$ cat config.mk
export PLATFORM = sky130hd
export DESIGN_NAME = rr_arb_enc8
export DESIGN_NICKNAME = d
export VERILOG_FILES = /design/src/rtl/rr_arb_enc8.sv
export SDC_FILE = /design/constraint.sdc
export NUM_CORES = 1
export LEC_CHECK = 0
export ABC_CLOCK_PERIOD_IN_PS = 4550
export BUFFER_PORTS_ARGS = -buffer_cell sky130_fd_sc_hd__buf_2
export CORE_MARGIN = 2
export CORE_UTILIZATION = 58
export DETAILED_ROUTE_END_ITERATION = 10
export GPL_TIMING_DRIVEN = 0
export HOLD_SLACK_MARGIN = 0.05
export PLACE_DENSITY = 0.88
export SYNTH_ARGS = -nofsm -noshare
export SYNTH_HDL_FRONTEND = slang
export SYNTH_SLANG_ARGS = --single-unit
$ cat constraint.sdc
create_clock -name clk -period 4.55 [get_ports clk]
set_input_delay 0.91 -clock clk [delete_from_list [all_inputs] [get_ports clk]]
set_output_delay 0.91 -clock clk [all_outputs]
set_load 0.005 [all_outputs]
$ cat src/rtl/rr_arb_enc8.sv
// rr_arb_enc8 - eight-way round-robin arbiter with a binary-encoded grant.
//
// The winner is offered as a 3-bit index, which feeds a downstream 3-to-8
// decoder. An offer is held until the consumer accepts it. Each accepted
// offer (a handshake) advances the round-robin pointer to just past the
// winner and bumps a wrapping handshake counter.
//
// Ports
//   clk          sole clock, rising edge
//   rst          synchronous reset, active-high
//   req[7:0]     request lines, bit i = requester i asking for service
//   grant_ready  consumer accepts grant_idx this cycle
//   grant_idx    binary index of the current winner
//   grant_valid  grant_idx holds a valid offer
//   grant_count  completed handshakes, modulo 256
//
// Parameter
//   PRIO_INIT    pointer value after reset (0..7)
//
// state | meaning
// ------+-----------------------------------------------
// IDLE  | no offer outstanding, arbitrate whenever req!=0
// OFFER | grant_idx is offered, held until grant_ready

module rr_arb_enc8 #(
  parameter int unsigned PRIO_INIT = 0
) (
  input  logic       clk,
  input  logic       rst,
  input  logic [7:0] req,
  input  logic       grant_ready,
  output logic [2:0] grant_idx,
  output logic       grant_valid,
  output logic [7:0] grant_count
);

  typedef enum logic {
    IDLE  = 1'b0,
    OFFER = 1'b1
  } state_t;

  state_t     r_state;
  logic [2:0] r_ptr;
  logic [2:0] r_grant_idx;
  logic       r_grant_valid;
  logic [7:0] r_grant_count;

  logic       w_hs;
  logic [2:0] w_next_ptr;
  logic [2:0] w_arb_ptr;
  logic [2:0] w_cand;
  logic [2:0] w_win;
  logic       w_found;

  assign w_hs       = r_grant_valid & grant_ready;
  assign w_next_ptr = r_grant_idx + 3'd1;

  // A handshake arbitrates with the already-advanced pointer so that the
  // requester just served drops to lowest priority for the very next grant.
  assign w_arb_ptr = w_hs ? w_next_ptr : r_ptr;

  // Scan from the farthest candidate back to the pointer, so the candidate
  // closest to the pointer (pointer inclusive) is the last one to overwrite.
  always_comb begin
    w_found = 1'b0;
    w_win   = w_arb_ptr;
    w_cand  = w_arb_ptr;
    for (int k = 7; k >= 0; k--) begin
      w_cand = w_arb_ptr + 3'(k);
      if (req[w_cand]) begin
        w_found = 1'b1;
        w_win   = w_cand;
      end
    end
  end

  always_ff @(posedge clk) begin
    if (rst) begin
      r_state       <= IDLE;
      r_grant_valid <= 1'b0;
      r_grant_idx   <= 3'd0;
      r_grant_count <= 8'd0;
      r_ptr         <= 3'(PRIO_INIT);
    end else begin
      case (r_state)
        IDLE: begin
          if (w_found) begin
            r_grant_idx   <= w_win;
            r_grant_valid <= 1'b1;
            r_state       <= OFFER;
          end
        end
        OFFER: begin
          // Without grant_ready the offer is frozen regardless of req.
          if (grant_ready) begin
            r_ptr         <= w_next_ptr;
            r_grant_count <= r_grant_count + 8'd1;
            if (w_found) begin
              r_grant_idx <= w_win;
            end else begin
              r_grant_valid <= 1'b0;
              r_state       <= IDLE;
            end
          end
        end
        default: begin
          r_state       <= IDLE;
          r_grant_valid <= 1'b0;
        end
      endcase
    end
  end

  assign grant_idx   = r_grant_idx;
  assign grant_valid = r_grant_valid;
  assign grant_count = r_grant_count;

endmodule

Word-level counts from Yosys, hierarchy flattened
Index checks and enable logic that the tools add are counted.
Widths: inputs -> output; s select.
Cells by class
  equal/unequal tests: 3
  bitwise gates (word level): 2
  $mul: 0
  reductions and logical operators: 2
  div/mod/pow operators: 0
  $add $sub $neg: 9
  shifts and indexed selects: 0
  multiplexer cells: 43
  magnitude comparators: 8
Operators with widths (count)
  $mux 3: 11
  $lt 3x4->1 const B: 8
  $bmux 1 s3: 8
  $mux 1: 21
  $add 3x3->3 const B: 4
  $add 8x1->8 const B: 1
  $add 3x1->3 const B: 2
  $add 3x2->3 const B: 2
  $ne 2x2->1 const B: 3
  $pmux 3 s2: 1
  $pmux 1 s2: 2
  $reduce_and 3->1: 1
  $reduce_and 2->1: 1
  $and 1x1->1: 1
  $not 1->1: 1
Storage, ports and cells
  bits of input ports: 11
  RAM bits: 0
  memories: 0
  logic and storage cells: 72
  output and inout bits: 12
  latch bits: 0
  flip-flop bits (word level): 16
  ROM bits: 0

Logic depth before layout (Yosys ltp)
  depth in word-level cells: 16
  depth in mapped cells: 16
  depth with buffers taken out: 14

Least setup slack after synthesis
OpenSTA, ideal clock, no wires.
  path type: input port to flip-flop
  from: input port grant_ready
  to: register r_grant_idx[0], in the netlist grant_idx[0]
  setup time: 135 ps
  stages: 13
  buffers on the path: 3
  data arrival time: 3546 ps
  data required time: 4415 ps
  slack: 869 ps
  cell sequence: buf_4 > and3_1 > a21oi_4 > inv_2 > clkbuf_1 > ha_1 > clkbuf_1 > mux4_2 > mux2_4 > and3b_1 > nor4_1 > o31ai_2 > o221ai_1
Between the ends
  word-level cells in the longest chain between the ends: 16
  elaborated cells on any way between the ends: 45
  those cells by class: add/sub: 7; eq/ne: 1; mux: 36; bitwise: 1
Ends and longest elaborated chain
  start: declaration: line 31  | input logic grant_ready,
  $and 1x1->1: line 55  | assign w_hs = r_grant_valid & grant_ready;
  $mux 3: line 60  | assign w_arb_ptr = w_hs ? w_next_ptr : r_ptr;
  $add 3x3->3: line 69  | w_cand = w_arb_ptr + 3'(k);
  $bmux 1 s3: line 70  | if (req[w_cand]) begin
  $mux 1 (not written as such): line 70
  $mux 3 or $mux 1 (tied branches) (8 in series): line 70
  $mux 3: line 87, 98
  $mux 3: line 95  | if (grant_ready) begin
  $pmux 3 s2: line 85  | case (r_state)
  end signal: assignment: line 88  | r_grant_idx <= w_win;
  end signal: assignment: line 99  | r_grant_idx <= w_win;
  end: declaration: line 44  | logic [2:0] r_grant_idx;
Parallel ways exist; a longest one is shown, timed or not. The select of a mux whose other input is x is not followed.
A chain may end at the register's enable or synchronous reset.

Worst setup path after layout
Same ends and word-level chain as after synthesis.

==> results.env <==
RUN_STATUS='complete, but fails checks'
FAILED_CHECKS='design-rule violations'
DR.MAX_LAYER_USED='met3'
MAX_TRANSITION_VIOLS_FINAL=0
FINAL_NETS=263
CTS-ROOT-TO-SINK-BUFFERS=2
NUMBER_OF_ENABLE_FLIP_FLOP_CELLS_AFTER_SYNTHESIS=0
CTS-BUFFERS-INSERTED=3
DIEHEIGHT_UM=58.60
TIMING.RR.START='grant_idx[0]'
TIGHTEST_SLEW_MARGIN_RELATIVE_TO_THE_LIMIT=0.5980
FP.DIEAREA_SQ_MM=0.003434
ROUTED-VIA-COUNT=1804
ANTENNA_FIX_CELLS=0
TIMING.CRITICAL_PATH.FANOUT_MAX=10
TIMING.FINAL.HOLD_VIOLATIONS=0
MAPPEDNETLISTNETS=237
TIMING.FINAL.CRIT_PERIOD_NS=3.949
TIMING.CRITICAL_PATH.TO_TYPE='register'
DOMINANTREGCELLSYNTH='sky130_fd_sc_hd__dfxtp_1'
POSTLAYOUTCELLAREA_SQ_MM=0.001896
SYNTHARSTFLOPSHARE=0
FINALCOREUTILIZATION=0.6757
PLACE_CONGESTION=0.9423
SHARE_OF_POWER_BURNED_IN_COMBINATIONAL_LOGIC=0.665
SETUP-TNS-FINAL_NS=0
GRT_FIRST_PASS_WIRELENGTH_UM=7093
SWITCHING_SHARE=0.4707
WORST_HOLD_STARTPOINT='grant_count[7]'
POSTCTSRESIZEDCELLS=0
FLOW.AREA_GROWTH_FROM_SYNTHESIS_PCT=9.624
REG2REG_TO='grant_idx[0]'
DPL.HPWL_UM=3375
FP.COREAREA_SQ_MM=0.002805
CRITPATHMOSTFREQUENTCELL='sky130_fd_sc_hd__clkbuf_1'
MIN_PATH_TYPE='reg2reg'
PLACED_AREA_SQ_MM=0.001873
CP-START-KIND='input pin'
MULTI_INPUT_LOGIC_AREA_SQ_MM=0.001320
HTREEDEPTH=1
DIE_W_UM=58.60
LAYOUT.FILLER_CELLS=234
DRT_ITER0_DRC=102
GRT_SETUP_UNREPAIRED='false'
DETAIL_ROUTE.WIRELENGTH.MET1_UM=1987
INITIAL_CORE_UTIL=0.6164
GRT_OVERFLOW_TOTAL=0
DRIVE_GT1_FRAC=0.2105
TIMING.FINAL.CRIT_SHARE=0.8679
TIMING.CRITICAL_PATH.ARRIVAL_NS=4.11
WORSTHOLDENDPOINT='grant_count[7]'
WORST_SLEW_PIN_SLEW_NS=0.6030
CRIT_PATH_CELL_TRACE='buf_2, buf_4, and3_1, a21oi_4, inv_2, clkbuf_1, ha_1, clkbuf_1, mux4_2, mux2_4, and3b_1, nor4_1, o31ai_2, o221ai_1'
FIN_TOTAL_PWR_uW=738.2
SYN_AREA_PER_CELL_SQ_UM=7.754
CLOCK_SKEW_NS=0.007013
DETAIL_ROUTE.WL_PER_CELL_UM=15.49
DETAILEDROUTE.FIRSTPASSITERATIONCOUNT=8
POWER.DENSITY_CELL_AREA_mW_PER_MM2=389.4
POWER_FRAC_CLOCK=0.101
FIRST_GLOBAL_VIAS=1490
ANTENNA_VIOLATING_NETS_POST_ROUTE=0
GRT_ANTENNA_BEFORE_REPAIR=0
CTS_HOLD_BUF=0
DR_WL_MET2_UM=1993
DETAIL_ROUTE.DRC_VIOLATIONS=1
SYNTH_SEQ_AREA_SHARE=0.1852
GRT.TOTAL_USAGE=0.2619
POWER.STATIC_LEAKAGE_uW=0.0007577
TIMING.FINAL.SETUP_VIOLATIONS=0
YOSYS_WARNINGS=0
REGTOREGSETUPSLACK_NS=0.67
NUMBER_OF_INSTANCES_IN_THE_SYNTHESIZED_NETLIST=223
P_INT_uW=390.8
ROUTE.FINAL.WIRE_LENGTH_UM=4305
ROUTED_VIAS_INST=6.489
P_SWITCHING_uW=347.4
FLOORPLAN.ROWS=19
AREA.SEQUENTIAL_SQ_UM=320.3
MAX_CLOCK_FREQ_GHz=0.2532
REG2REGPATHDEPTH=13
CRIT_PATH_TOP_DELAY_CELL='sky130_fd_sc_hd__mux4_2'
VDD_IR_DROP_MAX_mV=0.2652
FIN_WORST_HOLD_SLACK_NS=0.4886
CTS_ROOT_BUFFER='sky130_fd_sc_hd__clkbuf_4'
PART_OF_THE_TOTAL_POWER_DISSIPATED_IN_SEQUENTIAL_ELEMENTS=0.234
NUMCLOCKSINKS=16
TIMING.CRITICAL_PATH.REQUIRED_NS=4.71
SYNTH.DISTINCT_CELLS=65
CTS_SETUP_BUFFERS=0
CLOCK_TREE_FROM_TRITONCTS='built'
SYN_AREA_SQ_MM=0.001729
MIN_PATH_CELLS=2
IOS=23
WORST_SKEW_PAIR.LATE_LATENCY_NS=0.28
WORST_SETUP_HOLD_PATH_CLK_SLEW_NS=0.09
LARGEST_INCREMENTAL_DELAY_ON_THE_CRITICAL_PATH_NS=0.47
BUFFER_PORTS.INSERTED=21
WORST-SETUP-PATH-TYPE='in2reg'
MAXIMUM_CAPACITANCE_VIOLATIONS=0
PIN_COUNT_OF_THE_BIGGEST_NET_ENTERING_GLOBAL_ROUTING=11
DETAILROUTE.WIRELENGTH.MET3_UM=324
SYNTH.FF_LATCH_COUNT=16
## layout by cell type (no fill, tap or decap), types with 2 or more instances in the layout
cell type                   instances
sky130_fd_sc_hd__buf_2             23
sky130_fd_sc_hd__nor2_1            20
sky130_fd_sc_hd__nand2_1           18
sky130_fd_sc_hd__o21ai_0           17
sky130_fd_sc_hd__dfxtp_1           16
sky130_fd_sc_hd__a21oi_1           15
sky130_fd_sc_hd__nand3_1           11
sky130_fd_sc_hd__clkbuf_1           8
sky130_fd_sc_hd__nand4_1            6
sky130_fd_sc_hd__mux2i_1            6
sky130_fd_sc_hd__a211oi_1           6
sky130_fd_sc_hd__and3_1             5
sky130_fd_sc_hd__xor2_1             5
sky130_fd_sc_hd__xnor2_1            5
sky130_fd_sc_hd__o21ai_1            5
sky130_fd_sc_hd__a31oi_1            5
sky130_fd_sc_hd__nand2b_1           4
sky130_fd_sc_hd__and2_1             3
sky130_fd_sc_hd__nor3_1             3
sky130_fd_sc_hd__o2111ai_1          3
sky130_fd_sc_hd__inv_1              3
sky130_fd_sc_hd__ha_1               3
sky130_fd_sc_hd__clkbuf_4           3
sky130_fd_sc_hd__buf_6              2
sky130_fd_sc_hd__inv_2              2
sky130_fd_sc_hd__or3_1              2
sky130_fd_sc_hd__mux4_2             2
sky130_fd_sc_hd__mux2_2             2
sky130_fd_sc_hd__o311ai_0           2
sky130_fd_sc_hd__o311ai_1           2
sky130_fd_sc_hd__nor4_1             2
sky130_fd_sc_hd__o221ai_1           2
sky130_fd_sc_hd__or2_2              2
sky130_fd_sc_hd__o211ai_1           2
## per-layer routing
metal / vias to the layer above / global-route usage
met5: - / 0
met3: 0 / 0.04176
li1: 900 / -
met2: 87 / 0.4093
met1: 817 / 0.3951
met4: 0 / 0.02273
## flip-flops by register name (all words and copies together), names as in the netlist
name	cells
r_state	1
r_ptr	3
grant_idx	3
grant_count	8
grant_valid	1
## per-stage QoR
stage	cells	setup slack [ns]
3_5_place_dp	275	0.3859
2_1_floorplan	223	0.8693
5_1_grt	278	0.4544
6_report	278	0.6010
3_3_place_gp	275	0.3756
4_1_cts	278	0.6713
## how the worst max path moves through the flow
stage                      startpoint      endpoint  cells past startpoint
after floorplan           grant_ready  grant_idx[0]                     13
final                     grant_ready  grant_idx[0]                     14
after global routing      grant_ready  grant_idx[0]                     15
after CTS                 grant_ready  grant_idx[0]                     14
after global placement    grant_ready  grant_idx[0]                     14
after detailed placement  grant_ready  grant_idx[0]                     14
## synth_stat cells (2+ instances only)
| library cell | instances | share of area |
|---|---|---|
| sky130_fd_sc_hd__xor2_1 | 5 | 0.025 |
| sky130_fd_sc_hd__o311ai_0 | 2 | 0.010 |
| sky130_fd_sc_hd__nand4_1 | 6 | 0.022 |
| sky130_fd_sc_hd__xnor2_1 | 5 | 0.025 |
| sky130_fd_sc_hd__and3_1 | 5 | 0.018 |
| sky130_fd_sc_hd__a31oi_1 | 5 | 0.018 |
| sky130_fd_sc_hd__o221ai_1 | 2 | 0.010 |
| sky130_fd_sc_hd__dfxtp_1 | 16 | 0.19 |
| sky130_fd_sc_hd__or2_2 | 2 | 0.0072 |
| sky130_fd_sc_hd__mux2i_1 | 6 | 0.035 |
| sky130_fd_sc_hd__a21oi_1 | 15 | 0.043 |
| sky130_fd_sc_hd__clkbuf_1 | 8 | 0.017 |
| sky130_fd_sc_hd__or3_1 | 2 | 0.0072 |
| sky130_fd_sc_hd__o2111ai_1 | 3 | 0.015 |
| sky130_fd_sc_hd__a211oi_1 | 6 | 0.026 |
| sky130_fd_sc_hd__nor2_1 | 20 | 0.043 |
| sky130_fd_sc_hd__o311ai_1 | 2 | 0.010 |
| sky130_fd_sc_hd__inv_1 | 3 | 0.0065 |
| sky130_fd_sc_hd__nand2b_1 | 4 | 0.014 |
| sky130_fd_sc_hd__o21ai_1 | 5 | 0.014 |
| sky130_fd_sc_hd__ha_1 | 3 | 0.022 |
| sky130_fd_sc_hd__nor3_1 | 3 | 0.0087 |
| sky130_fd_sc_hd__mux2_2 | 2 | 0.013 |
| sky130_fd_sc_hd__mux4_2 | 2 | 0.026 |
| sky130_fd_sc_hd__nor4_1 | 2 | 0.0072 |
| sky130_fd_sc_hd__buf_2 | 2 | 0.0058 |
| sky130_fd_sc_hd__buf_6 | 2 | 0.013 |
| sky130_fd_sc_hd__inv_2 | 2 | 0.0043 |
| sky130_fd_sc_hd__o211ai_1 | 2 | 0.0087 |
| sky130_fd_sc_hd__nand2_1 | 18 | 0.039 |
| sky130_fd_sc_hd__nand3_1 | 11 | 0.032 |
| sky130_fd_sc_hd__o21ai_0 | 17 | 0.049 |
| sky130_fd_sc_hd__and2_1 | 3 | 0.011 |
## worst max-delay path, delay by kind of cell
| family | cells | cell delay [ns] |
|---|---|---|
| buf+inv | 5 | 0.92 |
| compound gates | 3 | 0.66 |
| mux | 2 | 0.77 |
| simple gates | 3 | 0.51 |
| fa+ha+maj | 1 | 0.33 |
## final cells by class
type,count,area share
buffer,13,0.03696
clock buffer,3,0.01188
inverter,5,0.009901
multi-input combinational,189,0.6964
sequential,16,0.1690
tap,31,0.02046
timing repair buffer,21,0.05545
## kinds of logic after synthesis
kind of cell	count (synthesis)	share of synthesized area
flip-flops	16	0.1852
AND/OR/NAND/NOR	85	0.2619
XOR/XNOR	11	0.06006
adder cells (fa/ha/maj)	3	0.02171
buffers and inverters	18	0.05138
AO/OA/AOI/OAI	78	0.3242
multiplexers	12	0.09551
## power by group through the flow
stage	Clock, uW	Combinational (uW)	Sequential (uW)
floorplan	0	381	173
global route	83.3	535	175
global placement	0	473	175
detailed placement	0	481	176
CTS	75.3	482	172
finish	74.3	491	173
(Power assumes the default switching activity.)
